File: config.mk
export PLATFORM = sky130hd
export DESIGN_NAME = imem_fetch_ctrl
export DESIGN_NICKNAME = d
export VERILOG_FILES = /design/src/rtl/fetch_pkg.sv /design/src/rtl/pc_word_addr.sv /design/src/rtl/imem_fetch_ctrl.sv
export SDC_FILE = /design/constraint.sdc
export NUM_CORES = 1
export LEC_CHECK = 0
export CAP_MARGIN = 20
export CORE_ASPECT_RATIO = 1.4
export CORE_MARGIN = 5
export CORE_UTILIZATION = 25
export DETAILED_ROUTE_END_ITERATION = 7
export SYNTH_ARGS = -nofsm -noshare
export SYNTH_HDL_FRONTEND = slang
export SYNTH_SLANG_ARGS = --single-unit
File: constraint.sdc
create_clock -name clk -period 5.44 [get_ports clk]
set_input_delay 1.632 -clock clk [delete_from_list [all_inputs] [get_ports clk]]
set_output_delay 1.632 -clock clk [all_outputs]
set_load 0.1 [all_outputs]
File: src/rtl/fetch_pkg.sv
// fetch_pkg: shared types, defaults and fault check for the instruction fetch sequencer.
package fetch_pkg;
   typedef enum logic [1:0] {FETCH, LOAD, RESTART} state_t;
   localparam int ADDR_W_DFLT = 5;
   localparam logic [31:0] RESET_PC_DFLT = 32'h0000_0000;
   function automatic logic addr_fault(input logic [31:0] addr, input int aw);
      return (addr[1:0] != 2'b00) || ((addr >> (aw + 2)) != 32'd0);
   endfunction
endpackage

File: src/rtl/pc_word_addr.sv
// pc_word_addr: maps a byte address to a memory word address and flags misaligned/out-of-range.
module pc_word_addr
   import fetch_pkg::*;
#(
   parameter int ADDR_W = ADDR_W_DFLT
) (
   input  logic [31:0]       addr,
   output logic [ADDR_W-1:0] word,
   output logic              fault
);
   assign word  = addr[ADDR_W+1:2];
   assign fault = addr_fault(addr, ADDR_W);
endmodule

File: src/rtl/imem_fetch_ctrl.sv
// imem_fetch_ctrl: instruction fetch sequencer owning the program memory port, with loader arbitration.
module imem_fetch_ctrl
   import fetch_pkg::*;
#(
   parameter int          ADDR_W   = ADDR_W_DFLT,
   parameter logic [31:0] RESET_PC = RESET_PC_DFLT
) (
   input  logic              clk,
   input  logic              reset,
   input  logic              stall,
   input  logic              branch_taken,
   input  logic [31:0]       branch_target,
   input  logic              load_req,
   input  logic [ADDR_W-1:0] load_addr,
   input  logic [31:0]       load_data,
   output logic              load_gnt,
   output logic [ADDR_W-1:0] rom_addr,
   output logic              rom_we,
   output logic [31:0]       rom_wdata,
   input  logic [31:0]       rom_rdata,
   output logic [31:0]       instr,
   output logic [31:0]       instr_pc,
   output logic              instr_valid,
   output logic              fetch_fault
);
   state_t            state, state_next;
   logic [31:0]       pc, issue_addr;
   logic [ADDR_W-1:0] issue_word;
   logic              issue_fault, issue, hold;
   pc_word_addr #(.ADDR_W(ADDR_W)) u_map (
      .addr (issue_addr),
      .word (issue_word),
      .fault(issue_fault)
   );
   always_comb begin
      state_next = state;
      hold       = stall && instr_valid && !branch_taken;
      issue_addr = branch_taken ? branch_target : hold ? instr_pc : pc;
      issue      = (state == FETCH) && !load_req;
      rom_we     = (state == LOAD) && load_req;
      state_next = (state == FETCH && load_req) ? LOAD :
                   (state == LOAD && !load_req) ? RESTART :
                   (state == RESTART) ? FETCH : state;
   end
   assign load_gnt  = (state == LOAD);
   assign rom_addr  = (state == LOAD) ? load_addr : issue_word;
   assign rom_wdata = rom_we ? load_data : 32'd0;
   assign instr     = rom_rdata;
   always_ff @(posedge clk or posedge reset) begin
      if (reset) begin
         state       <= FETCH;
         pc          <= RESET_PC;
         instr_pc    <= RESET_PC;
         instr_valid <= 1'b0;
         fetch_fault <= 1'b0;
      end else begin
         state       <= state_next;
         instr_valid <= issue;
         if (issue && !hold) begin
            instr_pc <= issue_addr;
            pc       <= issue_addr + 32'd4;
         end
         if (issue) fetch_fault <= fetch_fault | issue_fault;
         // Load completion restarts fetch cleanly from the reset vector.
         if (state == LOAD && !load_req) begin
            pc          <= RESET_PC;
            fetch_fault <= 1'b0;
         end
      end
   end
endmodule

---- Word level (Yosys, flattened, before mapping) ----
Index checks and enable logic that the tools add are counted.
storage, ports and cells
  register bits after elaboration ......... 68
  bits of input ports ..................... 106
  logic and storage cells ................. 37
cells by class
  add/subtract/negate cells ............... 1
  equality and inequality tests ........... 2
  mux-type cells .......................... 11
  bitwise operators ....................... 1
  reduce and logical (&&, ||, !) cells .... 17
operator list
  operator                                                          count
  32-bit two-way mux                                                5
  32-bit by 3-bit adder with 32-bit output (second input constant)  1
  32-bit nonzero test                                               1
  1-bit logical AND                                                 7
  2-bit two-way mux                                                 3
  2-bit nonzero test                                                3
  5-bit two-way mux                                                 1
  1-bit logical NOT                                                 3
  3-bit nonzero test                                                1
  2-bit by 1-bit == test with 1-bit output (second input constant)  1
  2-bit == test (second input constant)                             1
  2-bit logical NOT                                                 1
  1-bit two-way mux                                                 2
  1-bit logical OR                                                  1
  1-bit bitwise OR                                                  1

---- Depth between registers and ports, before layout ----
Gate-level depths: netlist of run 1.
  depth in word-level cells ............... 9
  mapped depth ............................ 12
  depth with buffers taken out ............ 7

---- Modules after synthesis ----
A second synthesis of run 1 with hierarchy kept.
unflattened totals
  cell total of the unflattened synthesis .. 564
  area, all modules ....................... 4825.9 µm²
by module, submodules not included
  module           instances  cells each  area each (µm²)  seq. area each (µm²)
  imem_fetch_ctrl  1          550         4730.8           1701.6
  pc_word_addr     1          14          95.1             0.0

---- Worst setup path before layout of run 1 ----
No wires, ideal clock.
  kind .................................... input port to output port
  start ................................... input stall
  end ..................................... output rom_addr[2]
  data arrival time ....................... 4.664 ns
  setup slack ............................. -0.856 ns
  stages on the path ...................... 6
  buffers on the path ..................... 3
  path through ............................ buf_6 -> and2_4 -> buf_6 -> buf_2 -> o311a_1 -> o21ai_0
on the way
  word-level cells in the longest chain between the ends .. 5
RTL lines
  item                             RTL line               RTL
  start, declared                  imem_fetch_ctrl.sv:10  input logic stall,
  1-bit logical AND (2 in a row)   imem_fetch_ctrl.sv:37  hold = stall && instr_valid && !branch_taken;
  32-bit two-way mux (2 in a row)  imem_fetch_ctrl.sv:38  issue_addr = branch_taken ? branch_target : hold ? instr_pc : pc;
  5-bit two-way mux                imem_fetch_ctrl.sv:46  assign rom_addr = (state == LOAD) ? load_addr : issue_word;
  end, declared                    imem_fetch_ctrl.sv:17  output logic [ADDR_W-1:0] rom_addr,
Every way passes these cells.

---- Worst setup path after layout of run 1 ----
Ends and elaborated chain as after synthesis.

==> results of run 1 <==
[stage by stage]
step	hold slack (ns)	worst slack (ns)
after floorplan	0.446	0.430
after global placement	0.461	0.490
after detailed placement	0.471	0.492
after CTS	0.483	0.485
after global routing	0.503	0.419
final	0.477	0.494
[flip-flops by register name, summed over array words and instances, names as in the netlist]
name	count
instr_pc	32
fetch_fault	1
instr_valid	1
state	2
pc	32
[cell usage in the layout, fill, tap and decap left out, drive strengths merged, types with 5 or more instances in the layout]
cell / count
o21ai: 63
nand2: 95
bufinv: 5
nor3: 10
xnor2: 5
a21oi: 6
clkbuf: 9
mux2: 6
buf: 62
o311ai: 6
o311a: 18
and3: 32
mux2i: 7
nand4b: 20
inv: 21
xor2: 23
nor2: 14
nor4: 9
clkdlybuf4s50: 107
nand3: 21
nand4: 8
nand2b: 6
dfrtp: 68
[layer usage]
| layer | global-route usage | up-vias | part of all wire |
|---|---|---|---|
| met3 | 0.0538 | 19 | 0.090 |
| met4 | 0.0448 | 0 | 0.016 |
| met5 | 0 | - | 0 |
| li1 | - | 2071 | - |
| met1 | 0.165 | 1948 | 0.41 |
| met2 | 0.232 | 145 | 0.49 |
[path summary, 6_finish.rpt]
check | cells past startpoint | to | slack (ns) | from
worst max-delay path | 6 | rom_addr[2] | 0.49 | stall
worst min register to register | 2 | pc[23] | 0.48 | pc[23]
worst min-delay path | 2 | pc[23] | 0.48 | pc[23]
worst max register to register | 9 | pc[30] | 2.20 | instr_valid
max in group asynchronous | 3 | pc[24] | 2.73 | reset
min in group asynchronous | 2 | instr_pc[26] | 1.75 | reset
[power groups by stage]
stage | logic [mW] | clock network, mW | registers (mW)
2_1_floorplan | 0.735 | 0 | 1.49
3_3_place_gp | 1.86 | 0 | 0.806
3_5_place_dp | 1.87 | 0 | 0.809
4_1_cts | 1.87 | 0.779 | 0.803
5_1_grt | 1.95 | 0.801 | 0.826
6_report | 1.85 | 0.765 | 0.799
[worst reg2reg max path, stage by stage (launching register included)]
cell     delay (ns)
dfrtp_1        0.38
buf_4          0.25
and2_4         0.25
buf_4          0.22
o311a_1        0.38
or4_4          0.55
or4_4          0.58
nor4_2         0.28
xor2_1         0.17
o21ai_1        0.07
[final cells by class]
| type | count | area [sq um] |
|---|---|---|
| timing repair buffer | 169 | 2010 |
| clock buffer | 9 | 225 |
| sequential | 68 | 1700 |
| inverter | 21 | 78.8 |
| multi-input combinational | 375 | 2330 |
| fill | 1832 | 11000 |
| clock inverter | 7 | 163 |
| tap | 240 | 300 |
[cell families after synthesis]
group,after synthesis,synth area share
compound gates,102,0.147
mux,13,0.0305
flops,68,0.377
simple gates,231,0.276
xor+xnor,28,0.0543
buf+inv,96,0.112
fa+ha+maj,1,0.00277
==> metrics.json, run 1 <==
{
  "power_and_ir_drop": {
    "clock_power_share": 0.224,
    "power.net_switching_mw": 1.69,
    "netSwitchingFraction": 0.494,
    "sequentialPowerShare": 0.234,
    "power-per-cell-area_nw_per_um2": 502,
    "totalPowerFinal_mw": 3.42,
    "combinationalPowerShare": 0.542,
    "cellLeakagePower_nw": 2.85,
    "power_report.internal_total_mw": 1.73,
    "worst_ir_drop_vdd_uv": 202
  },
  "sta": {
    "finalSetupTns_ns": 0,
    "fin_skew_ns": 0.0106,
    "setup_viol": 0,
    "maxSlewViolCount": 0,
    "timing.final.hold_violations": 0,
    "worst-slew-pin-transition_ns": 1.05,
    "timing.slew.headroom": 0.300,
    "post-route-min-period_ns": 4.95,
    "rsz0062_at_grt": "false",
    "timing.final.crit_share": 0.909,
    "max_clock_freq_mhz": 202
  },
  "grt": {
    "grt_first_pass_wirelength_um": 23000,
    "grt_pass1_vias": 4314,
    "grt-ovfl-total": 0,
    "global_route_total_usage_across_every_layer": 0.140,
    "grt_start_max_net_pins": 44,
    "grt_antenna_before_repair": 0
  },
  "clock_tree": {
    "ctsLongestPathBuffers": 2,
    "clock_latency_ns": 0.34,
    "holdBufCountCts": 0,
    "clock_sink_count": 68,
    "cts.root.buffer_cell": "clkbuf_16",
    "cts_made_buffers": 9,
    "cts.clk_slew.worst_paths_ns": 0.06,
    "h-tree-depth": 3,
    "postCtsSetupBuffers": 0,
    "cts_repair_resize_count": 0,
    "cts_tree": "built"
  },
  "setup_path": {
    "worst-setup-path-type": "input port to primary output",
    "max_incr_delay_on_cp_ns": 0.46,
    "worstPathCellList": "clkdlybuf4s50_1 > buf_4 > and2_4 > o311a_1 > o21ai_2 > buf_12",
    "critical_path.n_buffers_inverters": 3,
    "critPathLaunchType": "input port",
    "critical_path.slowest_cell": "clkdlybuf4s50_1",
    "worstPathMaxFanout": 14,
    "cpLargestDelayFamily": "buffers and inverters",
    "crit_path_arrival_time_ns": 3.31,
    "required_ns": 3.81,
    "crit_path_end_kind": "primary output"
  },
  "drt": {
    "drc": 0,
    "route.vias.total": 4183,
    "route.detailed.wl_per_inst_um": 16.2,
    "dr.pass1.iters": 4,
    "drtIter0Drc": 229,
    "avgViaCountPerCell": 4.71,
    "wirelength_um": 14400,
    "drtAntennaViolNets": 0
  },
  "placement": {
    "placement.cell_area_sq_um": 6420,
    "dp_hpwl_um": 10800,
    "numPlacedInstances": 873,
    "gp_routability_congestion": 0.762,
    "count_of_port_buffers_added_during_placement": 146
  },
  "synthesis": {
    "register_bit_count_reported_by_yosys": 68,
    "synth_enable_flop_cells": 0,
    "synth_commonest_cells": "nand2_1, dfrtp_1, o21ai_0, and3_1, buf_4",
    "synth_flop_cell": "dfrtp_1",
    "synth.largest_area_cell": "dfrtp_1",
    "mappedNetlistArea_sq_um": 4520,
    "synth.yosys.warnings": 0,
    "yosys.area.top_type_share": 0.377,
    "number_of_standard_cells_after_synthesis": 539,
    "synthMostInstantiatedCell": "nand2_1",
    "syn_nets": 646,
    "ys_top_cells_by_area": "dfrtp_1, nand2_1, o21ai_0",
    "async_flop_share": 1.00,
    "synth_area_per_cell_sq_um": 8.38,
    "post_synth_num_cell_types": 43,
    "yosysSeqAreaShare": 0.377
  },
  "cells_and_area": {
    "post-route-cell-area_sq_um": 6810,
    "antennaDiodeCount": 0,
    "final_core_utilization": 0.382,
    "nets": 751,
    "layoutNonFillerInstCount": 889,
    "drive_above_1_share": 0.160,
    "syn2layout_area_growth_pct": 50.8
  },
  "die": {
    "fp.coreArea_sq_um": 17900,
    "standard_cell_rows": 58,
    "die_width_um": 124,
    "boundaryPins": 211,
    "fp.dieArea_sq_um": 20900,
    "die_y_um": 169,
    "initial_utilization": 0.253
  },
  "outcome": {
    "status": "completed"
  },
  "worst_hold_path": {
    "holdCritPathClass": "flop to flop"
  },
  "job": {
    "cap_viol_max_count": 0
  }
}
No activity file was read; power rests on OpenSTA's default activity.
==> run 2, diff against run 1 <==
- ABC_CLOCK_PERIOD_IN_PS: not set -> 5440
==> results of run 2 <==
No change in the layout: final DEF, timing and power equal those of run 1.
==> edit: new RTL, flow settings as in run 2 <==
The package constant `ADDR_W_DFLT` goes from 5 to 7.
--- a/src/rtl/fetch_pkg.sv
+++ b/src/rtl/fetch_pkg.sv
@@ -3,3 +3,3 @@
    typedef enum logic [1:0] {FETCH, LOAD, RESTART} state_t;
-   localparam int ADDR_W_DFLT = 5;
+   localparam int ADDR_W_DFLT = 7;
    localparam logic [31:0] RESET_PC_DFLT = 32'h0000_0000;
Interface: changed (resized load_addr and rom_addr); port bits go from 211 to 215. No check against the original RTL was run, so the function may have changed too.
==> edit against run 2 <==
Total power increased by 0.22%. Final area increased by 3.4%. Highest routed layer unchanged. Count of clock-buffer cells in the layout increased by 2. Sequential cell count unchanged. Largest cell class unchanged. Area after synthesis increased by 9.2%. Wire length increased by 14%. Core utilization decreased by 1.7 points. Largest power group unchanged. Worst setup slack got worse by 250 ps.
==> edit: results (changes against run 2) <==
----------------------------------------------------
[Status]
  Result of the run ... finished, final reports clean

[Layout]
  Antenna fix cells ... 1 (+1)
  Seq area share ... 24.16% (-0.82 points)
  Nonclk buf count ... 167 (-1.2%)
  Multi-input gate share of total cell area ... 37.95% (+3.7 points)

[Critical path]
  Slowest stage cell, crit path ... sky130_fd_sc_hd__o311ai_1
  Longest individual stage delay on the worst path ... 690 ps (+230 ps)

[Placed design]
  Post-placement cell count ... 905 (+3.7%)
  Number of port buffers ... 150 (+2.7%)
  Total placed instance area ... 6755 um2 (+5.2%)
  RePlAce Congestion ... 0.8349 (+9.6%)

[Global routing]
  Pin count of the biggest net entering global routing ... 70 (+59%)
  All-Layer GR Usage ... 14.42% (+0.44 points)

[Detailed routing]
  WL per Instance ... 17.83 um (+10%)
  Final wirelength ... 16440 um (+14%)
  Detail Route met3 WL ... 1306 um (+0.69%)
  Metal2 WL ... 8645 um (+24%)

[Power and ir drop]
  Switching power summed over all nets ... 1.826 mW (+8.1%)
  Sequential power share ... 24.3% (+0.9 points)

[Yosys]
  Top area cells in the synthesized netlist ... sky130_fd_sc_hd__dfrtp_1, sky130_fd_sc_hd__nand2_1, sky130_fd_sc_hd__buf_4
  XOR/XNOR Fraction of Synth Area ... 4.795% (-0.63 points)
  Post-synth cell types ... 64 (+49%)
  Leading cell types by count after synthesis ... sky130_fd_sc_hd__nand2_1, sky130_fd_sc_hd__dfrtp_1, sky130_fd_sc_hd__buf_4

[Timing]
  Slew at the pin closest to its max-slew limit ... 1056 ps (+9.270 ps)
  Worst hold margin ... 486.7 ps (+9.497 ps)

----------------------------------------------------
## edit: cell types whose count changed after synthesis, moves of 7 or more
cell                       before  now
sky130_fd_sc_hd__a311oi_2       0    8
sky130_fd_sc_hd__and2_1         2   13
sky130_fd_sc_hd__and4b_1        0   11
sky130_fd_sc_hd__buf_4         32   39
sky130_fd_sc_hd__inv_1         21    8
sky130_fd_sc_hd__nand4b_1      20    4
sky130_fd_sc_hd__o21ai_0       59   37
sky130_fd_sc_hd__o21ai_1        4   19
sky130_fd_sc_hd__o311a_1       17    3
sky130_fd_sc_hd__xnor2_1        5   14
sky130_fd_sc_hd__xor2_1        23   13
## edit: worst min-delay path: cells and delay by family (launching register included)
kind	cells	cell delay, ps
flip-flops	1	340
AO/OA/AOI/OAI	1	60
AND/OR/NAND/NOR	1	50
